### config.mk
export PLATFORM = sky130hd
export DESIGN_NAME = freqmeter_fscnt_flat
export DESIGN_NICKNAME = d
export VERILOG_FILES = /design/src/rtl/freqmeter_pkg.sv /design/src/rtl/freqmeter_fscnt_if.sv /design/src/rtl/freqmeter_sync.sv /design/src/rtl/freqmeter_fscnt.sv /design/src/flat_wrapper.sv
export SDC_FILE = /design/constraint.sdc
export NUM_CORES = 1
export LEC_CHECK = 0
export CAP_MARGIN = 20
export CORE_ASPECT_RATIO = 0.9
export CORE_MARGIN = 4
export CORE_UTILIZATION = 35
export CTS_BUF_LIST = sky130_fd_sc_hd__clkbuf_8 sky130_fd_sc_hd__clkbuf_16
export DETAILED_ROUTE_END_ITERATION = 10
export HOLD_SLACK_MARGIN = 0.1
export PLACE_DENSITY_LB_ADDON = 0.12
export SETUP_SLACK_MARGIN = 0.02
export SLEW_MARGIN = 15
export SYNTH_ARGS = -nofsm -noshare
export SYNTH_HDL_FRONTEND = slang
export SYNTH_HIERARCHICAL = 1
export SYNTH_SLANG_ARGS = --single-unit
### constraint.sdc
create_clock -name clkin -period 2.9 [get_ports clkin]
set_input_delay 0.725 -clock clkin [delete_from_list [all_inputs] [get_ports clkin]]
set_output_delay 0.725 -clock clkin [all_outputs]
set_load 0.01 [all_outputs]
### src/rtl/freqmeter_pkg.sv
// Shared types and defaults for the frequency meter blocks.
package freqmeter_pkg;

    typedef enum logic [1:0] {
        FS_IDLE,
        FS_COUNT,
        FS_PUB
    } fs_state_e;

    localparam int FM_SYNC_DEF = 2;

endpackage

### src/rtl/freqmeter_fscnt_if.sv
// Meter-domain window/ack controls and the published snapshot of one clkin counter.
interface freqmeter_fscnt_if #(
    parameter int FW = 16
);
    logic        gate_tog;
    logic        ack_tog;
    logic [FW:0] cnt_q;
    logic        ovf_q;
    logic        lost_q;
    logic        done_tog;
    logic        busy;

    modport master (
        output gate_tog, ack_tog,
        input  cnt_q, ovf_q, lost_q, done_tog, busy
    );

    modport slave (
        input  gate_tog, ack_tog,
        output cnt_q, ovf_q, lost_q, done_tog, busy
    );
endinterface

### src/rtl/freqmeter_sync.sv
// Multi-flop synchroniser with asynchronous clear for single-bit level/toggle inputs.
module freqmeter_sync
    import freqmeter_pkg::*;
#(
    parameter int DEPTH = FM_SYNC_DEF
) (
    input  logic clkin,
    input  logic fsresetn,
    input  logic d,
    output logic q
);

    logic [DEPTH-1:0] sr;

    always_ff @(posedge clkin or negedge fsresetn) begin
        if (!fsresetn) sr <= '0;
        else           sr <= {sr[DEPTH-2:0], d};
    end

    assign q = sr[DEPTH-1];

endmodule

### src/rtl/freqmeter_fscnt.sv
// Counts clkin cycles while the meter gate is open and publishes the result
// to the meter domain over a toggle req/ack handshake.
//
//   state    | meaning
//   FS_IDLE  | waiting for a gate rise (or one registered during FS_PUB)
//   FS_COUNT | window open, saturating counter running
//   FS_PUB   | one cycle: publish snapshot if acked, else mark it lost
module freqmeter_fscnt
    import freqmeter_pkg::*;
#(
    parameter int FW   = 16,
    parameter int SYNC = FM_SYNC_DEF
) (
    input logic                 clkin,
    input logic                 fsresetn,
    freqmeter_fscnt_if.slave    bus
);

    localparam logic [FW:0] CNT_ONE = {{FW{1'b0}}, 1'b1};

    fs_state_e   state, state_nxt;
    logic        gs, gs_d, as_q;
    logic        rise, fall, acked, rise_pend;
    logic [FW:0] wcnt, cnt_r;
    logic        wovf, lost_pend;
    logic        ovf_r, lost_r, done_r, busy_r;

    freqmeter_sync #(.DEPTH(SYNC)) u_sync_gate (
        .clkin    (clkin),
        .fsresetn (fsresetn),
        .d        (bus.gate_tog),
        .q        (gs)
    );

    freqmeter_sync #(.DEPTH(SYNC)) u_sync_ack (
        .clkin    (clkin),
        .fsresetn (fsresetn),
        .d        (bus.ack_tog),
        .q        (as_q)
    );

    assign rise  = gs & ~gs_d;
    assign fall  = ~gs & gs_d;
    assign acked = (as_q == done_r);

    always_comb begin
        state_nxt = state;
        case (state)
            FS_IDLE:  if (rise || rise_pend) state_nxt = FS_COUNT;
            FS_COUNT: if (fall)              state_nxt = FS_PUB;
            FS_PUB:                          state_nxt = FS_IDLE;
            default:                         state_nxt = FS_IDLE;
        endcase
    end

    always_ff @(posedge clkin or negedge fsresetn) begin
        if (!fsresetn) begin
            state     <= FS_IDLE;
            gs_d      <= 1'b0;
            rise_pend <= 1'b0;
            wcnt      <= '0;
            wovf      <= 1'b0;
            lost_pend <= 1'b0;
            cnt_r     <= '0;
            ovf_r     <= 1'b0;
            lost_r    <= 1'b0;
            done_r    <= 1'b0;
            busy_r    <= 1'b0;
        end else begin
            state     <= state_nxt;
            gs_d      <= gs;
            busy_r    <= (state_nxt == FS_COUNT);
            rise_pend <= (state == FS_PUB) && rise;
            case (state)
                FS_IDLE: begin
                    if (rise || rise_pend) begin
                        // A rise held over from FS_PUB already spent one gate-high cycle.
                        wcnt <= rise_pend ? CNT_ONE : '0;
                        wovf <= 1'b0;
                    end
                end
                FS_COUNT: begin
                    if (!fall) begin
                        if (&wcnt) wovf <= 1'b1;
                        else       wcnt <= wcnt + CNT_ONE;
                    end
                end
                FS_PUB: begin
                    if (acked) begin
                        cnt_r     <= wcnt;
                        ovf_r     <= wovf;
                        lost_r    <= lost_pend;
                        lost_pend <= 1'b0;
                        done_r    <= ~done_r;
                    end else begin
                        lost_pend <= 1'b1;
                    end
                end
                default: ;
            endcase
        end
    end

    assign bus.cnt_q    = cnt_r;
    assign bus.ovf_q    = ovf_r;
    assign bus.lost_q   = lost_r;
    assign bus.done_tog = done_r;
    assign bus.busy     = busy_r;

endmodule

### src/flat_wrapper.sv
// flat-port wrapper written by rule: the top's interface ports become plain ports
module freqmeter_fscnt_flat import freqmeter_pkg::*;
#(
    parameter int FW   = 16,
    parameter int SYNC = FM_SYNC_DEF
)
  (clkin, fsresetn, bus_gate_tog, bus_ack_tog, bus_cnt_q, bus_ovf_q, bus_lost_q, bus_done_tog, bus_busy);
  freqmeter_fscnt_if #(.FW(FW)) bus_i ();
  input logic clkin;
  input logic fsresetn;
  input wire logic [$bits(bus_i.gate_tog)-1:0] bus_gate_tog;
  input wire logic [$bits(bus_i.ack_tog)-1:0] bus_ack_tog;
  output wire logic [$bits(bus_i.cnt_q)-1:0] bus_cnt_q;
  output wire logic [$bits(bus_i.ovf_q)-1:0] bus_ovf_q;
  output wire logic [$bits(bus_i.lost_q)-1:0] bus_lost_q;
  output wire logic [$bits(bus_i.done_tog)-1:0] bus_done_tog;
  output wire logic [$bits(bus_i.busy)-1:0] bus_busy;
  assign bus_i.gate_tog = bus_gate_tog;
  assign bus_i.ack_tog = bus_ack_tog;
  assign bus_cnt_q = bus_i.cnt_q;
  assign bus_ovf_q = bus_i.ovf_q;
  assign bus_lost_q = bus_i.lost_q;
  assign bus_done_tog = bus_i.done_tog;
  assign bus_busy = bus_i.busy;
  freqmeter_fscnt #(.FW(FW), .SYNC(SYNC)) u_core (.clkin(clkin), .fsresetn(fsresetn), .bus(bus_i));
endmodule
==> results.md <==
- CTS H-tree depth: 2
- Initial DRC count: 90
- Crit-path max FO: 13
- Reg clk slew, reported paths: roughly 0.080 ns
- Worst Setup End Kind: flip-flop
- FF+latch area: roughly 1200 um2
- Global placement routability congestion: between 0.8 and 0.9
- # clock sinks: 48
- Tcrit/Tclk final: between 90% and 100%
- Worst min-delay path class: in2async
- Dpl ws: 0.235 ns
- Dominant cell type by area after synthesis: dfrtp_1
- DR WL/cell: about 14 um
- Seq cells post-synth: between 40 and 50
- Post-synth EDFFs: 0
- Maximum capacitance violations: 0
- Synth warnings: 6
- Sequential-to-total area share from yosys stat: 54.0%
- CTS Root Cell: clkbuf_8
- Relative slew slack: approximately 65%
- Distinct cell type count after synthesis: 36
- Synth area leaders: dfrtp_1, mux2_2, mux2i_1
- Critical path type: reg2reg
- Final Hold Vio Count: 0
- Largest net degree at the start of global routing: 26
- IO Count: 25
- Diodes inserted: 0
- DR vias: around 1500
- Finished Layout Cells: ~320
- Synthesized cell area: 2220 um2
- Multi-input logic area: between 900 and 1000 um2
- Drt via density: 4.84
- Worst EP required: around 3.1 ns
- Post-synth top area share: 54.0%
- Worst-Skew Late Latency: 0.30 ns
- Pwr Density: between 500 and 600 nW/um2
- Worst Setup Start Kind: flip-flop
- Worst Path Arrival: between 2 and 3 ns
- Share of synthesized registers carrying an async set or reset: 100%
- List of most frequent post-synthesis cells: dfrtp_1, nand2_1, mux2_2
- Clock Tree Buf Depth: 2
- Post CTS Setup Buffer Count: 0
- Fin Setup TNS: 0 ns
- Maximum clock rate: around 0.37 GHz
- Cells after synthesis: around 200
- HPWL after DPL: just over 3000 um
- Drt first pass iters: 4
- Main synth FF type: dfrtp_1
- Global-route wire length before repair: between 7000 and 8000 um
- Placed cell area: roughly 2600 um2
- Final setup viols: 0
- Leakage: 1.20 nW
- Mean Syn Cell Area: approximately 11 um2
- Die height: ~84 um
- Share of layout cells above drive strength 1: between 15 and 20%
- Worst-Margin Slew: between 0.5 and 0.6 ns
- Max VDD drop: about 0.00025 V
- Tot Pwr: ~1.4 mW
- Antenna-violating nets left: 0
- P&R area growth vs syn: 20.3%
- Most numerous cell in the Yosys netlist: dfrtp_1
- Final min period: about 2.7 ns
- Post-cts repair resize count: 0
- Utilization after layout: between 40% and 50%
- Mapped Nets: between 200 and 250
- Die Footprint: roughly 7700 um2
- Slew Viols, Final: 0
- Cell Rows: 27
- Starting Density: a little over a third
- Die W: ~90 um
- FILL cells: 610
- Routed wire length: between 4000 and 5000 um
- Fin area: ~2700 um2
- Dpl cells: ~310
- Clk_skew: roughly 0.0084 ns
- Worst Setup Slack, final: around 0.20 ns
- Vias in the first global route: ~1600
- Total track usage: between 10% and 20%
- Status: complete, no violations
- Core Box Area: approximately 6100 um2
- Initial antenna violation count: 0
- Minimum hold slack: about 0.27 ns
- Gr ovfl total: 0
- Net count, final: 235
- RSZ-0062 raised after global routing: yes
- TritonCTS Buffers: 5
- Hold Buf Count CTS: 0
- Post-route DRC: 0
- Buffers added on ports: 24
- CTS tree: done
[cells in the final DEF (no fill, tap or decap), types with 3 or more instances in the layout]
cell,instances
dfrtp_1,48
a21oi_1,8
and2b_1,3
nand4_1,3
nor2_1,6
clkdlybuf4s50_1,23
mux2_2,21
clkbuf_8,5
buf_4,10
a211oi_1,5
inv_1,6
nand2b_1,13
nand2_1,26
mux2i_1,13
o21ai_0,3
nand3_1,6
[final cells by class]
cell class / count / share of cell area [%]
inverters: 5 / 0.701
repair buffers: 34 / 11.6
flip-flops and latches: 48 / 44.9
well taps: 87 / 4.07
clock buffers: 5 / 2.57
multi-input cells: 135 / 35.9
clock inverters: 2 / 0.327
[state kept, by name (all words and copies together) (netlist names), 2 cells and up]
name,cells
u_core/bus.cnt_q,17
u_core/u_sync_gate/sr,2
u_core/state,2
u_core/u_sync_ack/sr,2
u_core/wcnt,17
[worst max-delay path: stages, from the launching register on]
cell and delay, ns:
dfrtp_1 0.44, ha_1 0.23, nand3_1 0.10, nand2b_1 0.19, nor3_1 0.08, ha_1 0.23
nor2b_1 0.20, a21oi_1 0.09, buf_4 0.19, a2111oi_0 0.50, buf_4 0.20, mux2i_1 0.18
[report_power, final]
part           leakage, nW  total (mW)  switching (mW)  internal, mW
clock               0.0452       0.371           0.210         0.161
sequential           0.645       0.778          0.0515         0.727
combinational        0.506       0.231           0.106         0.125
total                 1.20        1.38           0.367          1.01
[path summary, 6_finish.rpt]
| kind | start | endpoint | slack (ns) | cells after the start |
|---|---|---|---|---|
| max in group asynchronous | fsresetn | u_core/wcnt[2]$_DFFE_PN0P_ | 2.11 | 2 |
| hold / removal | fsresetn | u_core/bus.lost_q$_DFFE_PN0P_ | 0.27 | 1 |
| setup reg to reg | u_core/wcnt[0]$_DFFE_PN0P_ | u_core/wcnt[10]$_DFFE_PN0P_ | 0.20 | 11 |
| min in group clkin | u_core/u_sync_ack/sr[0]$_DFF_PN0_ | u_core/u_sync_ack/sr[1]$_DFF_PN0_ | 0.35 | 0 |
| hold reg to reg | u_core/u_sync_ack/sr[0]$_DFF_PN0_ | u_core/u_sync_ack/sr[1]$_DFF_PN0_ | 0.35 | 0 |
| setup / recovery | u_core/wcnt[0]$_DFFE_PN0P_ | u_core/wcnt[10]$_DFFE_PN0P_ | 0.20 | 11 |
[logic make-up after synthesis]
| family | count (synthesis) | synth area share [%] |
|---|---|---|
| simple gates | 71 | 16.4 |
| compound gates | 27 | 8.49 |
| mux | 34 | 16.5 |
| buf+inv | 14 | 3.09 |
| flops | 48 | 54.0 |
| xor+xnor | 1 | 0.394 |
| fa+ha+maj | 2 | 1.12 |
[metal layers]
metal | GRT usage [%] | vias up | share of wire [%]
li1 | - | 760 | -
met1 | 18.2 | 734 | 53
met2 | 17.7 | 27 | 43
met3 | 3.07 | 8 | 3.6
met4 | 4.45 | 0 | 1.2
met5 | 0 | - | 0
No activity file was read; power rests on OpenSTA's default activity.
